<file path="config.mk">
export PLATFORM = sky130hd
export DESIGN_NAME = instruction_fetch_stage_flat
export DESIGN_NICKNAME = d
export VERILOG_FILES = /design/src/rtl/coprocessor0_params.sv /design/src/rtl/cpu_core_params.sv /design/src/rtl/instruction_fetch_stage_if.sv /design/src/rtl/fetch_instruction_buffer.sv /design/src/rtl/instruction_fetch_stage.sv /design/src/flat_wrapper.sv
export SDC_FILE = /design/constraint.sdc
export NUM_CORES = 1
export LEC_CHECK = 0
export ABC_AREA = 0
export CORE_MARGIN = 1.5
export CORE_UTILIZATION = 40
export DETAILED_ROUTE_END_ITERATION = 8
export PLACE_DENSITY = 0.83
export RECOVER_POWER = 50
export SETUP_SLACK_MARGIN = 0.2
export SYNTH_ARGS = -nofsm -noshare
export SYNTH_HDL_FRONTEND = slang
export SYNTH_SLANG_ARGS = --single-unit
</file>
<file path="constraint.sdc">
create_clock -name clock -period 2 [get_ports clock]
set_clock_uncertainty 0.2 [all_clocks]
set_input_delay 0.2 -clock clock [delete_from_list [all_inputs] [get_ports clock]]
set_output_delay 0.2 -clock clock [all_outputs]
set_load 0.02 [all_outputs]
</file>
<file path="src/rtl/coprocessor0_params.sv">
// Types exported by CP0 to the pipeline stages.
package coprocessor0_params;

  typedef struct packed {
    logic [31:0] exception_address;
  } CP0ToIFData;

endpackage

</file>
<file path="src/rtl/cpu_core_params.sv">
// Core-wide constants and the IF->ID payload type.
package cpu_core_params;

  localparam logic [4:0]  EXCCODE_ADEL             = 5'h04;
  localparam logic [31:0] RESET_VECTOR_DEFAULT     = 32'hBFC0_0000;
  localparam logic [31:0] EXCEPTION_VECTOR_DEFAULT = 32'hBFC0_0380;

  typedef struct packed {
    logic [31:0] pc;
    logic [31:0] instruction;
    logic        exception;
    logic [4:0]  exception_code;
  } IFToIDData;

endpackage

</file>
<file path="src/rtl/instruction_fetch_stage_if.sv">
// Fetch-side bus: instruction SRAM request/response plus the IF->ID handshake.
// Handshake: IF presents if_to_id_valid/if_to_id_data; a transfer happens on a rising
// clock edge where both if_to_id_valid and id_allow_in are high.
interface instruction_fetch_stage_if;
  import cpu_core_params::*;

  logic        inst_sram_en;
  logic [31:0] inst_sram_addr;
  logic [31:0] inst_sram_rdata;
  logic        if_to_id_valid;
  IFToIDData   if_to_id_data;
  logic        id_allow_in;

  modport master (
    output inst_sram_en,
    output inst_sram_addr,
    input  inst_sram_rdata,
    output if_to_id_valid,
    output if_to_id_data,
    input  id_allow_in
  );

  modport slave (
    input  inst_sram_en,
    input  inst_sram_addr,
    output inst_sram_rdata,
    input  if_to_id_valid,
    input  if_to_id_data,
    output id_allow_in
  );
endinterface

</file>
<file path="src/rtl/fetch_instruction_buffer.sv">
// Holds the SRAM read data while ID stalls, because the SRAM output only lasts one cycle.
module fetch_instruction_buffer (
  input  logic        clock,
  input  logic        reset,
  input  logic        capture,
  input  logic        advance,
  input  logic        flush,
  input  logic [31:0] rdata,
  output logic [31:0] instruction_out
);

  logic [31:0] instr_buffer;
  logic        buffer_valid;

  always_ff @(posedge clock) begin
    if (reset || flush || advance) begin
      buffer_valid <= 1'b0;
      instr_buffer <= '0;
    end else if (capture && !buffer_valid) begin
      buffer_valid <= 1'b1;
      instr_buffer <= rdata;
    end
  end

  assign instruction_out = buffer_valid ? instr_buffer : rdata;

endmodule

</file>
<file path="src/rtl/instruction_fetch_stage.sv">
// MIPS IF stage: owns the PC, issues instruction SRAM reads, and redirects on branches
// (after the delay slot), exception flushes and ERET.
module instruction_fetch_stage
  import cpu_core_params::*;
  import coprocessor0_params::*;
#(
  parameter logic [31:0] RESET_VECTOR     = RESET_VECTOR_DEFAULT,
  parameter logic [31:0] EXCEPTION_VECTOR = EXCEPTION_VECTOR_DEFAULT
) (
  input  logic                       clock,
  input  logic                       reset,
  input  CP0ToIFData                 cp0_to_if_data_bus,
  input  logic                       exception_flush,
  input  logic                       eret_flush,
  input  logic                       branch_valid,
  input  logic [31:0]                branch_target,
  instruction_fetch_stage_if.master  fetch_bus,
  output logic [1:0]                 branch_fsm_state
);

  typedef enum logic [1:0] {
    IDLE    = 2'd0,
    WAIT_DS = 2'd1,
    READY   = 2'd2
  } branch_state_t;

  branch_state_t state_q, state_d;
  logic [31:0]   target_q, target_d;
  logic [31:0]   if_pc, next_pc, seq_pc, instruction;
  logic          if_valid, if_exception;
  logic          flush, if_allow_in, issue, aligned;
  IFToIDData     out_data;

  assign flush       = exception_flush | eret_flush;
  assign if_allow_in = !if_valid | fetch_bus.id_allow_in | flush;
  assign issue       = if_allow_in & !reset;
  assign seq_pc      = if_pc + 32'd4;

  always_comb begin
    next_pc = seq_pc;
    if (exception_flush)
      next_pc = EXCEPTION_VECTOR;
    else if (eret_flush)
      next_pc = cp0_to_if_data_bus.exception_address;
    else if (state_q == READY)
      next_pc = target_q;
    else if (branch_valid && state_q == IDLE && if_valid)
      next_pc = branch_target;
  end

  assign aligned                  = (next_pc[1:0] == 2'b00);
  assign fetch_bus.inst_sram_en   = issue & aligned;
  assign fetch_bus.inst_sram_addr = next_pc;

  // The target is latched whenever it cannot be issued in the cycle the branch resolves.
  always_comb begin
    state_d  = state_q;
    target_d = target_q;
    if (flush) begin
      state_d = IDLE;
    end else begin
      case (state_q)
        IDLE: begin
          if (branch_valid && !if_valid) begin
            state_d  = WAIT_DS;
            target_d = branch_target;
          end else if (branch_valid && !if_allow_in) begin
            state_d  = READY;
            target_d = branch_target;
          end
        end
        WAIT_DS: if (issue) state_d = READY;
        READY:   if (issue) state_d = IDLE;
        default: state_d = IDLE;
      endcase
    end
  end

  always_ff @(posedge clock) begin
    if (reset) begin
      if_pc        <= RESET_VECTOR - 32'd4;
      if_valid     <= 1'b0;
      if_exception <= 1'b0;
      state_q      <= IDLE;
      target_q     <= '0;
    end else begin
      state_q  <= state_d;
      target_q <= target_d;
      if (issue) begin
        if_pc        <= next_pc;
        if_valid     <= 1'b1;
        if_exception <= !aligned;
      end
    end
  end

  fetch_instruction_buffer u_buffer (
    .clock           (clock),
    .reset           (reset),
    .capture         (if_valid & !fetch_bus.id_allow_in & !flush),
    .advance         (issue),
    .flush           (flush),
    .rdata           (fetch_bus.inst_sram_rdata),
    .instruction_out (instruction)
  );

  // A misaligned fetch never reached the SRAM, so its instruction word is forced to zero.
  always_comb begin
    out_data = '0;
    if (if_valid) begin
      out_data.pc             = if_pc;
      out_data.exception      = if_exception;
      out_data.exception_code = if_exception ? EXCCODE_ADEL : 5'h00;
      out_data.instruction    = if_exception ? 32'h0 : instruction;
    end
  end

  assign fetch_bus.if_to_id_valid = if_valid;
  assign fetch_bus.if_to_id_data  = out_data;
  assign branch_fsm_state         = state_q;

endmodule

</file>
<file path="src/flat_wrapper.sv">
// flat-port wrapper written by rule: the top's interface ports become plain ports
module instruction_fetch_stage_flat import cpu_core_params::*; import coprocessor0_params::*;
#(
  parameter logic [31:0] RESET_VECTOR     = RESET_VECTOR_DEFAULT,
  parameter logic [31:0] EXCEPTION_VECTOR = EXCEPTION_VECTOR_DEFAULT
)
  (clock, reset, cp0_to_if_data_bus, exception_flush, eret_flush, branch_valid, branch_target, branch_fsm_state, fetch_bus_inst_sram_en, fetch_bus_inst_sram_addr, fetch_bus_inst_sram_rdata, fetch_bus_if_to_id_valid, fetch_bus_if_to_id_data, fetch_bus_id_allow_in);
  instruction_fetch_stage_if fetch_bus_i ();
  input  logic clock;
  input  logic reset;
  input  CP0ToIFData cp0_to_if_data_bus;
  input  logic exception_flush;
  input  logic eret_flush;
  input  logic branch_valid;
  input  logic [31:0] branch_target;
  output logic [1:0] branch_fsm_state;
  output wire logic [$bits(fetch_bus_i.inst_sram_en)-1:0] fetch_bus_inst_sram_en;
  output wire logic [$bits(fetch_bus_i.inst_sram_addr)-1:0] fetch_bus_inst_sram_addr;
  input wire logic [$bits(fetch_bus_i.inst_sram_rdata)-1:0] fetch_bus_inst_sram_rdata;
  output wire logic [$bits(fetch_bus_i.if_to_id_valid)-1:0] fetch_bus_if_to_id_valid;
  output wire logic [$bits(fetch_bus_i.if_to_id_data)-1:0] fetch_bus_if_to_id_data;
  input wire logic [$bits(fetch_bus_i.id_allow_in)-1:0] fetch_bus_id_allow_in;
  assign fetch_bus_inst_sram_en = fetch_bus_i.inst_sram_en;
  assign fetch_bus_inst_sram_addr = fetch_bus_i.inst_sram_addr;
  assign fetch_bus_i.inst_sram_rdata = fetch_bus_inst_sram_rdata;
  assign fetch_bus_if_to_id_valid = fetch_bus_i.if_to_id_valid;
  assign fetch_bus_if_to_id_data = fetch_bus_i.if_to_id_data;
  assign fetch_bus_i.id_allow_in = fetch_bus_id_allow_in;
  instruction_fetch_stage #(.RESET_VECTOR(RESET_VECTOR), .EXCEPTION_VECTOR(EXCEPTION_VECTOR)) u_core (.clock(clock), .reset(reset), .cp0_to_if_data_bus(cp0_to_if_data_bus), .exception_flush(exception_flush), .eret_flush(eret_flush), .branch_valid(branch_valid), .branch_target(branch_target), .fetch_bus(fetch_bus_i), .branch_fsm_state(branch_fsm_state));
endmodule
</file>
==> metrics.csv, run 1 <==
stage,metric,value,unit
run_status,outcome,aborted with a tool error,
run_status,flow.stopped_at,5_1_grt,
run_status,firstError,[ERROR GRT-0232] Routing congestion too high. Check the congestion heatmap in the GUI.,
yosys,syn-instance-count,788,
clock_tree,cts_buffers,9,
placement,dp_hpwl,18.0,mm
yosys,ys_warn_count,0,
global_route,grt_max_degree,38,
yosys,seq_area_frac_synth,32.9,%
global_route,grtUsageTotal,85.1,%
clock_tree,ctsHtreeMaxLevel,3,
floorplanning,rows,45,
floorplanning,dieWidth,127,µm
placement,routabilityCongestion,0.983,
yosys,yosysUniqueCellTypes,66,
yosys,ys_top_cells_by_area,"dfxtp_1 33%, nand2_1 7.0%, o221a_2 6.8%",
timing,worst_endpoint,fetch_bus_inst_sram_addr[28],
yosys,synth_edf_count,0,
clock_tree,cts_hold_buf,0,
yosys,ys.flop_type,dfxtp_1,
clock_tree,clockBufferDepth,2,
yosys,ys_ff_latch,101,
yosys,avgSynthCellArea,7.81,µm²
yosys,ys_async_sr_fraction,0,%
yosys,synth_common_cells,"114 x nand2_1, 101 x dfxtp_1, 80 x nor2_1, 72 x a21oi_1, 39 x clkbuf_1",
yosys,yosysTopAreaCell,dfxtp_1,
clock_tree,cts_root_buf,clkbuf_16,
yosys,syn_area,6150,µm²
yosys,synth.most_common_cell,nand2_1,
yosys,yosysTopAreaCellShare,32.9,%
floorplanning,ios,208,
placement,portBuffers,203,
clock_tree,cts_sinks,101,
floorplanning,initial_core_util,40.8,%
floorplanning,die_y,127,µm
timing,endpoint_type,primary output,
global_route,grt_overflow_total,355,
-- per-layer routing --
metal  GRT overflow  track usage (%)
met1              2             81.9
met2            226              104
met3              5             67.9
met4            120             94.9
met5              2             23.5
-- per-stage QoR --
stage,area (µm²),hold slack (ns),worst slack [ns],cells
4_1_cts,12500,0.216,-0.588,1407
3_3_place_gp,9870,0.239,-0.839,1277
2_1_floorplan,6720,0.136,-0.0649,791
3_5_place_dp,9870,0.246,-0.854,1277
-- cell families after synthesis --
logic type,Yosys count,synth area share (%)
fa+ha+maj,1,0.203
compound gates,227,26.8
buf+inv,87,6.30
flops,101,32.9
mux,35,5.69
xor+xnor,22,3.13
other cells,1,0.0609
simple gates,314,24.9
-- what timing repair did --
item                                    CTS
setup buffers                            97
endpoints found under the setup margin  200
gates resized for setup                 859
cloned                                   17
pin swaps                               100
==> run 2: changes to the inputs <==
--- a/config.mk
+++ b/config.mk
@@ -7,11 +7,10 @@
 export LEC_CHECK = 0
 export ABC_AREA = 0
 export CORE_MARGIN = 1.5
-export CORE_UTILIZATION = 40
+export CORE_UTILIZATION = 25
 export DETAILED_ROUTE_END_ITERATION = 8
-export PLACE_DENSITY = 0.83
+export PLACE_DENSITY_LB_ADDON = 0.15
 export RECOVER_POWER = 50
-export SETUP_SLACK_MARGIN = 0.2
 export SYNTH_ARGS = -nofsm -noshare
 export SYNTH_HDL_FRONTEND = slang
 export SYNTH_SLANG_ARGS = --single-unit
==> constraint.sdc (replaced) <==
create_clock -name clock -period 2.6 [get_ports clock]
set_clock_uncertainty 0.2 [all_clocks]
set_input_delay 0.26 -clock clock [delete_from_list [all_inputs] [get_ports clock]]
set_output_delay 0.26 -clock clock [all_outputs]
set_load 0.02 [all_outputs]
==> run 2 against run 1 <==
Compared with the run above:
- the flow now finishes, with violations (setup timing)
- area after synthesis stayed put
- synthesized cell count stayed put
==> metrics.csv, run 2 <==
stage,metric,value,unit
run_status,outcome,"complete, but fails checks",
run_status,violations,setup timing,
yosys,ys.flop_type,dfxtp_1,
yosys,synth_compound_area_share,26.8,%
placement,portBuffers,203,
layout,instances_no_fill,1428,
drt,drc_errors,0,
yosys,yosysTopAreaCell,dfxtp_1,
drt,drtAntennaViolNets,0,
worst_setup_path,crit_type,register to primary output,
global_route,grt_overflow_total,0,
drt,dr.pass1.iters,5,
layout,drive_gt1_share,29.9,%
worst_setup_path,crit_required,2.14,ns
hold_path,hp-start,u_core.target_q[8]$_SDFFE_PP0P_,
layout,reg_top3,"u_core.if_pc: 32 flops, u_core.target_q: 32 flops, u_core.u_buffer.instr_buffer: 32 flops",
floorplanning,dieWidth,160,µm
clock_tree,cts_hold_buf,0,
global_route,grt_pass1_wl,39.6,mm
clock_tree,cts_root_buf,clkbuf_16,
layout,n_antenna_cell,0,
layout,final_cell_mix,"155 x buf_4, 131 x clkdlybuf4s50_1, 112 x nand2_1",
floorplanning,ios,208,
job,cap_violations,0,
yosys,synth_fa_ha_area_share,0.203,%
yosys,yosys.area_share.simple,24.9,%
worst_setup_path,r2r-start,u_core.branch_fsm_state[1]$_SDFFE_PP0P_,
layout,multi_input_area,4090,µm²
worst_setup_path,cp.buffers_inverters,1,
worst_setup_path,ff2ff_path_depth,9,
worst_setup_path,cp-end-kind,primary output,
clock_tree,clockBufferDepth,2,
yosys,avgSynthCellArea,7.81,µm²
timing,max_slew.worst_pin.slew,1.01,ns
worst_setup_path,cp_data_arrival_time,2.21,ns
worst_setup_path,crit_start,u_core.if_pc[5]$_SDFFE_PP1P_,
power,powerDensity,450,nW/µm²
timing,fmax,375,MHz
yosys,ys_warn_count,0,
yosys,synth_top_family_by_area,compound AO/OA/AOI/OAI gates,
power,ir_drop,0.279,mV
yosys,synth_common_cells,"114 x nand2_1, 101 x dfxtp_1, 80 x nor2_1, 72 x a21oi_1, 39 x clkbuf_1",
timing,final_max_slew_viol_count,0,
global_route,grt_pass1_vias,6930,
timing,rsz0062_at_grt,true,
placement,place_inst,1400,
drt,vias_per_cell,4.94,
placement,routabilityCongestion,0.861,
timing,hold_ws,0.255,ns
floorplanning,core,24200,µm²
clock_tree,clkTransAtPathRegs,0.08,ns
layout,num-nets-final,1202,
worst_setup_path,startpoint_type,register,
hold_path,min_to,u_core.target_q[8]$_SDFFE_PP0P_,
yosys,yosys.area_share.xor_xnor,3.13,%
timing,maxSlewHeadroom,32.6,%
layout,final_common_cell,buf_4,
yosys,ys_ff_latch,101,
timing,setup_viol_count_final,3,
global_route,grtUsageTotal,19.8,%
worst_setup_path,cp.depth,7,
yosys,syn-instance-count,788,
timing,setup_ws,-0.0690,ns
worst_setup_path,r2r_end,u_core.if_pc[22]$_SDFFE_PP0P_,
yosys,seq_area_frac_synth,32.9,%
yosys,synth.most_common_cell,nand2_1,
timing,fin_crit,2.67,ns
yosys,synth_mux_area_share,5.69,%
floorplanning,initial_core_util,25.4,%
floorplanning,rows,57,
worst_setup_path,rrSetupSlack,0.29,ns
worst_setup_path,crit_family,simple AND/OR/NAND/NOR gates,
floorplanning,die_y,160,µm
worst_setup_path,crit_chain,and3_4 > nand4_4 > nor4_4 > xor2_1 > a211oi_2 > o31ai_2 > buf_4,
placement,dp_hpwl,19.2,mm
worst_setup_path,worstPathMaxFanout,6,
worst_setup_path,slowest_stage,dfxtp_2,
clock_tree,ctsHtreeMaxLevel,3,
clock_tree,cts_sinks,101,
clock_tree,cts_buffers,9,
layout,synthToLayoutAreaGrowth,64.5,%
drt,drt_iter0_drc,446,
clock_tree,cts_tree,done,
hold_path,hp-class,register to register,
global_route,antenna_found_initial,1,
power,power.leakage,4.09,nW
global_route,grt_max_degree,38,
timing,finalHoldViolations,0,
hold_path,holdPathStages,2,
drt,vias,7050,
drt,post_drt_wl_per_cell,18.1,µm
yosys,ys_top_cells_by_area,"dfxtp_1 33%, nand2_1 7.0%, o221a_2 6.8%",
yosys,syn_area,6150,µm²
timing,period_share,103,%
layout,seq_area,2050,µm²
layout,fillCellCount,2532,
drt,totalWireLength,25.9,mm
worst_setup_path,max_stage_delay,0.34,ns
clock_tree,clkLatencyLatePin,0.36,ns
floorplanning,die_area,25600,µm²
yosys,yosysTopAreaCellShare,32.9,%
yosys,ys_async_sr_fraction,0,%
yosys,yosysUniqueCellTypes,66,
yosys,synth_edf_count,0,
==> run 2: cell counts after synthesis <==
Identical to the previous run, type by type.
==> run 2: routing by layer <==
| metal | part of all wire (%) | vias up | track usage, % |
|---|---|---|---|
| li1 | - | 3455 | - |
| met1 | 47 | 3375 | 26.4 |
| met2 | 47 | 197 | 33.4 |
| met3 | 4.6 | 21 | 3.43 |
| met4 | 1.2 | 2 | 4.55 |
| met5 | 0.050 | - | 0 |
==> run 2: what timing repair did <==
item / in CTS / in global routing
cloned: 0 / 0
setup buffers: 6 / 9
setup endpoints to repair: 70 / 43
resized for setup: 200 / 69
pin swaps: 31 / 40
==> run 2: layout make-up <==
| cell class | instances | share of cell area [%] |
|---|---|---|
| tap | 324 | 4.00 |
| timing repair buffer | 370 | 31.8 |
| clock buffer | 9 | 2.22 |
| clock inverter | 7 | 0.779 |
| inverter | 14 | 0.519 |
| multi-input combinational | 603 | 40.4 |
| sequential | 101 | 20.2 |
==> run 2: cell families after synthesis <==
family	count (synthesis)
AND/OR/NAND/NOR	314
AO/OA/AOI/OAI	227
flip-flops	101
buffers and inverters	87
multiplexers	35
XOR/XNOR	22
adder cells (fa/ha/maj)	1
other	1
==> run 2: worst register-to-register path: cells and delay by family, from the launching register on <==
kind / cells / cell delay, ns
compound gates: 3 / 0.62
buf+inv: 4 / 0.57
simple gates: 2 / 0.42
flops: 1 / 0.40
==> run 2: stage by stage <==
step	setup slack [ns]	cell area (µm²)	util (%)	setup TNS [ns]	total power (W)
3_3_place_gp	-0.422	9530	39.3	-10.90	0.00310
6_report	-0.0690	10100	41.8	-0.112	0.00455
3_5_place_dp	-0.384	9530	39.3	-10.46	0.00310
4_1_cts	-0.156	9990	41.2	-0.402	0.00458
5_1_grt	-0.131	10100	41.8	-4.95	0.00477
2_1_floorplan	0.0309	6170	-	0	0.00233
==> run 2: worst max-delay path by stage <==
stage | to | slack (ns)
floorplan | fetch_bus_inst_sram_addr[2] | 0.03
global route | fetch_bus_inst_sram_addr[25] | -0.13
finish | fetch_bus_inst_sram_addr[25] | -0.07
CTS | fetch_bus_inst_sram_addr[23] | -0.16
global placement | fetch_bus_inst_sram_addr[25] | -0.42
detailed placement | fetch_bus_inst_sram_addr[25] | -0.38
==> run 2: power breakdown <==
group          leakage [nW]  switching [W]  total [W]  internal, W
combinational          3.12       0.000759    0.00148     0.000718
sequential            0.826      0.0000487    0.00165      0.00160
clock                 0.148       0.000739    0.00142     0.000686
total                  4.09        0.00155    0.00455      0.00301
Power figures use the tool's default switching activity.
